===== src/rtl/peg_l2_tx_seq.sv =====
// Layer-2 transmit sequencer: wraps client bytes in preamble/SFD, pads short
// frames to the minimum length, and enforces the inter-frame gap on the RS side.
//
// state | meaning
// IDLE  | waiting for a client sop; non-sop bytes are drained and dropped
// PRE   | sending the 7 preamble bytes, LSB byte first
// SFD   | sending the start-frame delimiter
// DATA  | passing client bytes straight through to the RS layer
// PAD   | sending zero bytes until the minimum frame length is reached
// IFG   | holding the line idle for the inter-frame gap
module peg_l2_tx_seq #(
  parameter logic [55:0] PREAMBLE_VALUE  = 56'h55555555555555,
  parameter logic [7:0]  SFD_VALUE       = 8'hD5,
  parameter int          MIN_FRAME_BYTES = 60,
  parameter int          IFG_BYTES       = 12
) (
  input  logic       clk,
  input  logic       rst,
  input  logic       pkt_valid,
  input  logic       pkt_sop,
  input  logic       pkt_eop,
  input  logic [7:0] pkt_data,
  output logic       pkt_ready,
  input  logic       rs_ready,
  output logic       rs_tx_en,
  output logic [7:0] rs_tx_data,
  output logic       busy,
  output logic       frame_done,
  output logic       underrun
);

  localparam logic [2:0] S_IDLE = 3'd0;
  localparam logic [2:0] S_PRE  = 3'd1;
  localparam logic [2:0] S_SFD  = 3'd2;
  localparam logic [2:0] S_DATA = 3'd3;
  localparam logic [2:0] S_PAD  = 3'd4;
  localparam logic [2:0] S_IFG  = 3'd5;

  localparam logic [10:0] MIN_B    = 11'(MIN_FRAME_BYTES);
  localparam logic [15:0] IFG_LOAD = 16'(IFG_BYTES - 1);

  logic [2:0]  state;
  logic [2:0]  pre_cnt;
  logic [2:0]  pre_idx;
  logic [10:0] byte_cnt;
  logic [10:0] cnt_inc;
  logic [15:0] ifg_cnt;

  // Byte count saturates so oversize frames cannot wrap back under the pad limit.
  assign cnt_inc = (byte_cnt == 11'h7FF) ? byte_cnt : byte_cnt + 11'd1;
  assign pre_idx = 3'd6 - pre_cnt;
  assign busy    = (state != S_IDLE);

  always_comb begin
    pkt_ready  = 1'b0;
    rs_tx_en   = 1'b0;
    rs_tx_data = 8'h00;
    case (state)
      S_IDLE: pkt_ready = pkt_valid && !pkt_sop;
      S_PRE: begin
        rs_tx_en   = 1'b1;
        rs_tx_data = PREAMBLE_VALUE[{pre_idx, 3'b000} +: 8];
      end
      S_SFD: begin
        rs_tx_en   = 1'b1;
        rs_tx_data = SFD_VALUE;
      end
      S_DATA: begin
        pkt_ready  = rs_ready;
        rs_tx_en   = pkt_valid;
        rs_tx_data = pkt_data;
      end
      S_PAD: rs_tx_en = 1'b1;
      default: ;
    endcase
    // Keep the client from seeing a handshake while reset is asserted.
    if (rst) pkt_ready = 1'b0;
  end

  always_ff @(posedge clk or posedge rst) begin
    if (rst) begin
      state      <= S_IDLE;
      pre_cnt    <= 3'd0;
      byte_cnt   <= 11'd0;
      ifg_cnt    <= 16'd0;
      frame_done <= 1'b0;
      underrun   <= 1'b0;
    end else begin
      frame_done <= 1'b0;
      underrun   <= 1'b0;
      case (state)
        S_IDLE: begin
          if (pkt_valid && pkt_sop) begin
            state   <= S_PRE;
            pre_cnt <= 3'd6;
          end
        end
        S_PRE: begin
          if (rs_ready) begin
            if (pre_cnt == 3'd0) state <= S_SFD;
            else                 pre_cnt <= pre_cnt - 3'd1;
          end
        end
        S_SFD: begin
          if (rs_ready) begin
            state    <= S_DATA;
            byte_cnt <= 11'd0;
          end
        end
        S_DATA: begin
          if (rs_ready) begin
            if (pkt_valid) begin
              byte_cnt <= cnt_inc;
              if (pkt_eop) begin
                if (cnt_inc < MIN_B) begin
                  state <= S_PAD;
                end else begin
                  state      <= S_IFG;
                  ifg_cnt    <= IFG_LOAD;
                  frame_done <= 1'b1;
                end
              end
            end else begin
              // Client starved an RS slot: the frame is abandoned.
              state    <= S_IFG;
              ifg_cnt  <= IFG_LOAD;
              underrun <= 1'b1;
            end
          end
        end
        S_PAD: begin
          if (rs_ready) begin
            byte_cnt <= cnt_inc;
            if (cnt_inc >= MIN_B) begin
              state      <= S_IFG;
              ifg_cnt    <= IFG_LOAD;
              frame_done <= 1'b1;
            end
          end
        end
        S_IFG: begin
          if (rs_ready) begin
            if (ifg_cnt == 16'd0) state <= S_IDLE;
            else                  ifg_cnt <= ifg_cnt - 16'd1;
          end
        end
        default: state <= S_IDLE;
      endcase
    end
  end

endmodule

===== config.mk =====
export PLATFORM = sky130hd
export DESIGN_NAME = peg_l2_tx_seq
export DESIGN_NICKNAME = d
export VERILOG_FILES = /design/src/rtl/peg_l2_tx_seq.sv
export SDC_FILE = /design/constraint.sdc
export NUM_CORES = 1
export LEC_CHECK = 0
export BUFFER_PORTS_ARGS = -buffer_cell sky130_fd_sc_hd__buf_2
export CAP_MARGIN = 10
export CORE_MARGIN = 4
export CORE_UTILIZATION = 35
export CTS_CLUSTER_DIAMETER = 100
export DETAILED_ROUTE_END_ITERATION = 8
export GPL_ROUTABILITY_DRIVEN = 1
export PLACE_DENSITY = 0.61
export SETUP_SLACK_MARGIN = 0.02
export SLEW_MARGIN = 20
export SYNTH_ARGS = -nofsm -noshare
export SYNTH_HDL_FRONTEND = slang
export SYNTH_SLANG_ARGS = --single-unit

===== constraint.sdc =====
create_clock -name clk -period 3.6 [get_ports clk]
set_input_delay 0.54 -clock clk [delete_from_list [all_inputs] [get_ports clk]]
set_output_delay 0.54 -clock clk [all_outputs]
set_load 0.01 [all_outputs]

Yosys cells after proc, flatten, opt, wreduce, memory -nomap -nowiden
Cells that the tools add are included.
{ "totals": {"reg_bits": 35, "inputBits": 14, "out_inout_bits": 13, "word_cells": 94} }
{ "op_classes": {"add_sub_neg": 4, "n_lt_le_gt_ge": 2, "eq_ne": 20, "n_shift": 1, "mux": 46, "reduce_logical": 15} }
{ "ops": {"columns": ["operator", "n"], "rows": [
  ["$mux 16", 8],
  ["$shiftx 56x7->8 const A", 1],
  ["$mux 11", 5],
  ["$pmux 16 s3", 1],
  ["$mux 3", 14],
  ["$pmux 11 s3", 1],
  ["$ne 2x2->1 const B", 12],
  ["$pmux 8 s3", 1],
  ["$pmux 3 s6", 1],
  ["$logic_not 16->1", 1],
  ["$sub 16x1->16 const B", 1],
  ["$add 11x1->11 const B", 1],
  ["$eq 11x11->1 const B", 1],
  ["$ge 11x6->1 const B", 1],
  ["$lt 11x6->1 const B", 1],
  ["$mux 1", 11],
  ["$reduce_and 10->1", 1],
  ["$reduce_bool 3->1", 3],
  ["$reduce_and 8->1", 1],
  ["$eq 3x2->1 const B", 2],
  ["$eq 3x3->1 const B", 2],
  ["$logic_not 3->1", 2],
  ["$ne 3x3->1 const B", 2],
  ["$pmux 1 s2", 3],
  ["other kinds (10)", 11]
]} }

Longest topological paths before layout
{ "depth": {"ltp_word": 8, "mapped_depth": 10, "mapped_depth_nobuf": 9} }

Worst setup path after synthesis
No wires, ideal clock.
{ "synth_path": {"path_type": "register to register", "start": "register ifg_cnt[7]", "end": "register ifg_cnt[4]", "setup_ps": 110, "arrival_time_ps": 2622, "t_required_ps": 3490, "slack_ps": 868, "path_stages_with_launch": 10, "path_buffers": 2, "synth_period_minus_slack_ps": 2732, "cell_sequence": "dfrtp_1 or4_1 buf_2 or4_4 or4_4 a31o_1 o41ai_2 buf_6 o21ai_1 o41ai_1"} }
{ "synth_between": {"elab_chain_cells": 3} }
{ "synth_lines": {"columns": ["item", "line_no", "source"], "rows": [
  ["from (decl)", "47", "logic [15:0] ifg_cnt;"],
  ["from (signal assigned)", "144", "else ifg_cnt <= ifg_cnt - 16'd1;"],
  ["$logic_not 16->1", "143", "if (ifg_cnt == 16'd0) state <= S_IDLE;"],
  ["$ne 2x2->1 (no source line)", null, null],
  ["$reduce_and 8->1 (no source line)", null, null]
]} }
Every way passes these cells.
A chain may end at the register's enable or synchronous reset.

Final worst setup path
{ "layout_path": {"start": "register byte_cnt[0]", "end": "register ifg_cnt[3]"} }
{ "layout_between": {"elab_chain_cells": 5, "word_cells_on_any_way": 8, "classes_between": "add/sub (1); order compare (2); eq/ne (3); mux (1); reduce/logical (1)"} }
{ "layout_lines": {"columns": ["item", "line_no", "source"], "rows": [
  ["from (decl)", "45", "logic [10:0] byte_cnt;"],
  ["from (signal assigned)", "113", "byte_cnt <= cnt_inc;"],
  ["from (signal assigned)", "133", "byte_cnt <= cnt_inc;"],
  ["$add 11x1->11 / $eq 11x11->1 (equally long branches)", "50", "assign cnt_inc = (byte_cnt == 11'h7FF) ? byte_cnt : byte_cnt + 11'd1;"],
  ["$mux 11 *", "50", null],
  ["$lt 11x6->1 / $ge 11x6->1 (equally long branches)", "115, 134", null],
  ["$ne 3x3->1 (no source line) / $ne 2x2->1 (equally long branches)", null, null],
  ["$reduce_and 8->1 (no source line) *", null, null]
]} }
Every way passes the cells marked *; elsewhere a longest branch is shown, timed or not.

==> results.toml <==
[outcome]
status = "finished clean"

[placed_design]
gp_congestion = 0.864
pre_cts_ws_ns = 0.406
dp_hpwl_um = 4170
portBuffers = 26

[timing]
fmax_mhz = 310
maxSlewViolCount = 0
rsz0062_at_grt = "no"
final_hold_viol_count = 0
slew-limit-headroom_pct = 39.2
skew_ns = 0.00510
post-route-period-util_pct = 89.7
period_minus_slack_ns = 3.23
tightest_slew_ns = 0.902
setup_viol = 0
final.setup.tns_ns = 0
finalWorstSetupSlack_ns = 0.371

[floorplan]
row_count = 29
coreArea_mm2 = 0.00646
ios = 27
die_width_um = 90.4
die_h_um = 90.4
start_util_pct = 36.8
die_area_mm2 = 0.00817

[power]
p_leak_nw = 1.17
report.power.total_mw = 1.61
vdd_ir_drop_max_v = 0.000212
powerDensity_mw_per_mm2 = 605

[final_layout]
final_cell_mix = "dfrtp_1 (35), nand2_1 (34), nor2_1 (33)"
regArea_um2 = 876
n_antenna_cell = 0
final_nets = 340
final_common_cell = "dfrtp_1"
drive_gt1_share_pct = 15.0
multi_input_area_mm2 = 0.00139
fill_cells = 651
area_growth_pct = 12.4

[synthesis]
ys_types = 55
synth.yosys.seq_area_share_pct = 36.9
ys.flop_type = "dfrtp_1"
netlist_instances = 298
synth_seq_cells = 35
synthXorXnorAreaFrac_pct = 0.369
muxShareOfSynthArea_pct = 0.896
synth_simple_gate_area_share_pct = 26.3
synth_compound_area_share_pct = 27.6
synth_edf_count = 0
syn_area_mm2 = 0.00237
yosysWarnings = 0
syn_nets = 318
async_flop_share_pct = 100
syn_avg_cell_area_um2 = 7.97
synth_top_family_by_area = "compound AO/OA/AOI/OAI gates"
synth_fa_ha_area_share_pct = 3.16

[flow_run]
maxCapViolCount = 0

[route]
dr.first_iter.drc_count = 130
drc = 0
routed_wl_um = 5810
dr.pass1.iters = 4
dr_total_vias = 2258
wl_per_cell_um = 14.6
viasPerCell = 5.67
route.antenna.remaining_nets = 0

[clock_network]
path_clk_slew_ns = 0.07
cts_buffer_depth = 2
clkLatencyLatePin_ns = 0.28
cts-root-buf = "clkbuf_8"
cts_num_sinks = 35
htree_levels = 2
cts_setup_buffers = 0
cts_tree = "done"
postCtsHoldBufs = 0
cts_resized = 0
cts_buffers = 5

[setup_path]
critPathMaxStageDelay_ns = 0.85
r2r_start = "byte_cnt[0]"
rrSetupSlack_ns = 0.37
path_max_fanout = 10
crit_type = "reg -> reg"
path_cells = "ha_1 -> and4_1 -> and2_1 -> or3_1 -> a22o_1 -> o41ai_2 -> buf_4 -> nor2_1 -> o22a_1"
startpoint_type = "register"
arrival_ns = 3.40
r2r_cells = 9
cp-end-kind = "register"
required_ns = 3.77
rr_endpoint = "ifg_cnt[3]"
crit_slowest_cell = "o41ai_2"

[global_routing]
antenna_found_initial = 0
grt_use_total_pct = 14.4
grt_pass1_wl_um = 9810
first_global_vias = 1953
grt_overflow = 0
grt_max_degree = 36

[worst_hold_path]
hold_class = "in -> async"
-- cell usage after synthesis (all sizes together), types with 4 or more instances --
cell type,count,area (um2)
ha,6,75.1
nor2,33,124
a31oi,7,43.8
clkbuf,14,52.6
or4,4,37.5
nor2b,8,50.1
nand2b,6,37.5
a22o,4,35.0
dfrtp,35,876
o21ai,34,170
a21boi,4,30.0
nor3,9,45.0
nand3,6,30.0
nand2,34,128
o31ai,4,30.0
a21oi,23,123
inv,12,45.0
and2,6,37.5
-- cell families (layout without fill, tap and decap cells) --
family,after synthesis,after routing
buf+inv,28,51
compound gates,101,101
flops,35,35
simple gates,125,125
xor+xnor,1,1
mux,2,2
fa+ha+maj,6,6
-- worst max-delay path by stage --
stage	end	cells after the start	slack [ns]	startpoint
after floorplan	ifg_cnt[4]	9	0.87	ifg_cnt[7]
after global placement	ifg_cnt[3]	9	0.45	byte_cnt[0]
after detailed placement	ifg_cnt[3]	9	0.41	byte_cnt[0]
after CTS	ifg_cnt[3]	9	0.38	byte_cnt[0]
after global routing	ifg_cnt[3]	9	0.16	byte_cnt[0]
final	ifg_cnt[3]	9	0.37	byte_cnt[0]
-- layout make-up --
class | instances | share of cell area [%]
multi-input combinational | 235 | 51.9
inverter | 12 | 1.69
tap | 77 | 3.61
clock buffer | 8 | 3.75
timing repair buffer | 31 | 6.28
sequential | 35 | 32.8
-- sequential cells by signal, summed over array words and instances, names as in the netlist --
name and flops:
frame_done 1, byte_cnt 11, ifg_cnt 16, state 3
pre_cnt 3, underrun 1
-- metal layers --
layer | part of all wire (%) | track usage, % | routed length [um]
met5 | 0 | 0 | 0
met1 | 46 | 18.9 | 2660
met4 | 1.4 | 4.34 | 79
met3 | 4.0 | 2.75 | 234
met2 | 49 | 24.0 | 2840
-- report_power, final --
group	total (mW)	leakage (nW)	switching [mW]	internal, mW
combinational	0.744	0.658	0.436	0.309
sequential	0.560	0.458	0.101	0.459
clock	0.310	0.0515	0.135	0.175
-- critical path: cells and delay by family, from the launching register on --
| kind | cells | cell delay, ns |
|---|---|---|
| flops | 1 | 0.43 |
| simple gates | 4 | 0.84 |
| buf+inv | 1 | 0.29 |
| compound gates | 3 | 1.24 |
| fa+ha+maj | 1 | 0.31 |
-- metrics by stage --
step / instance area (um2) / utilization [%] / hold WS [ns] / instances
final: 2670 / 41.3 / 0.376 / 398
after floorplan: 2370 / - / 0.452 / 298
after global routing: 2670 / 41.3 / 0.420 / 398
after CTS: 2670 / 41.3 / 0.388 / 398
after detailed placement: 2570 / 39.8 / 0.488 / 390
after global placement: 2570 / 39.8 / 0.474 / 390
Note: power is estimated with default switching activity, not from simulation.
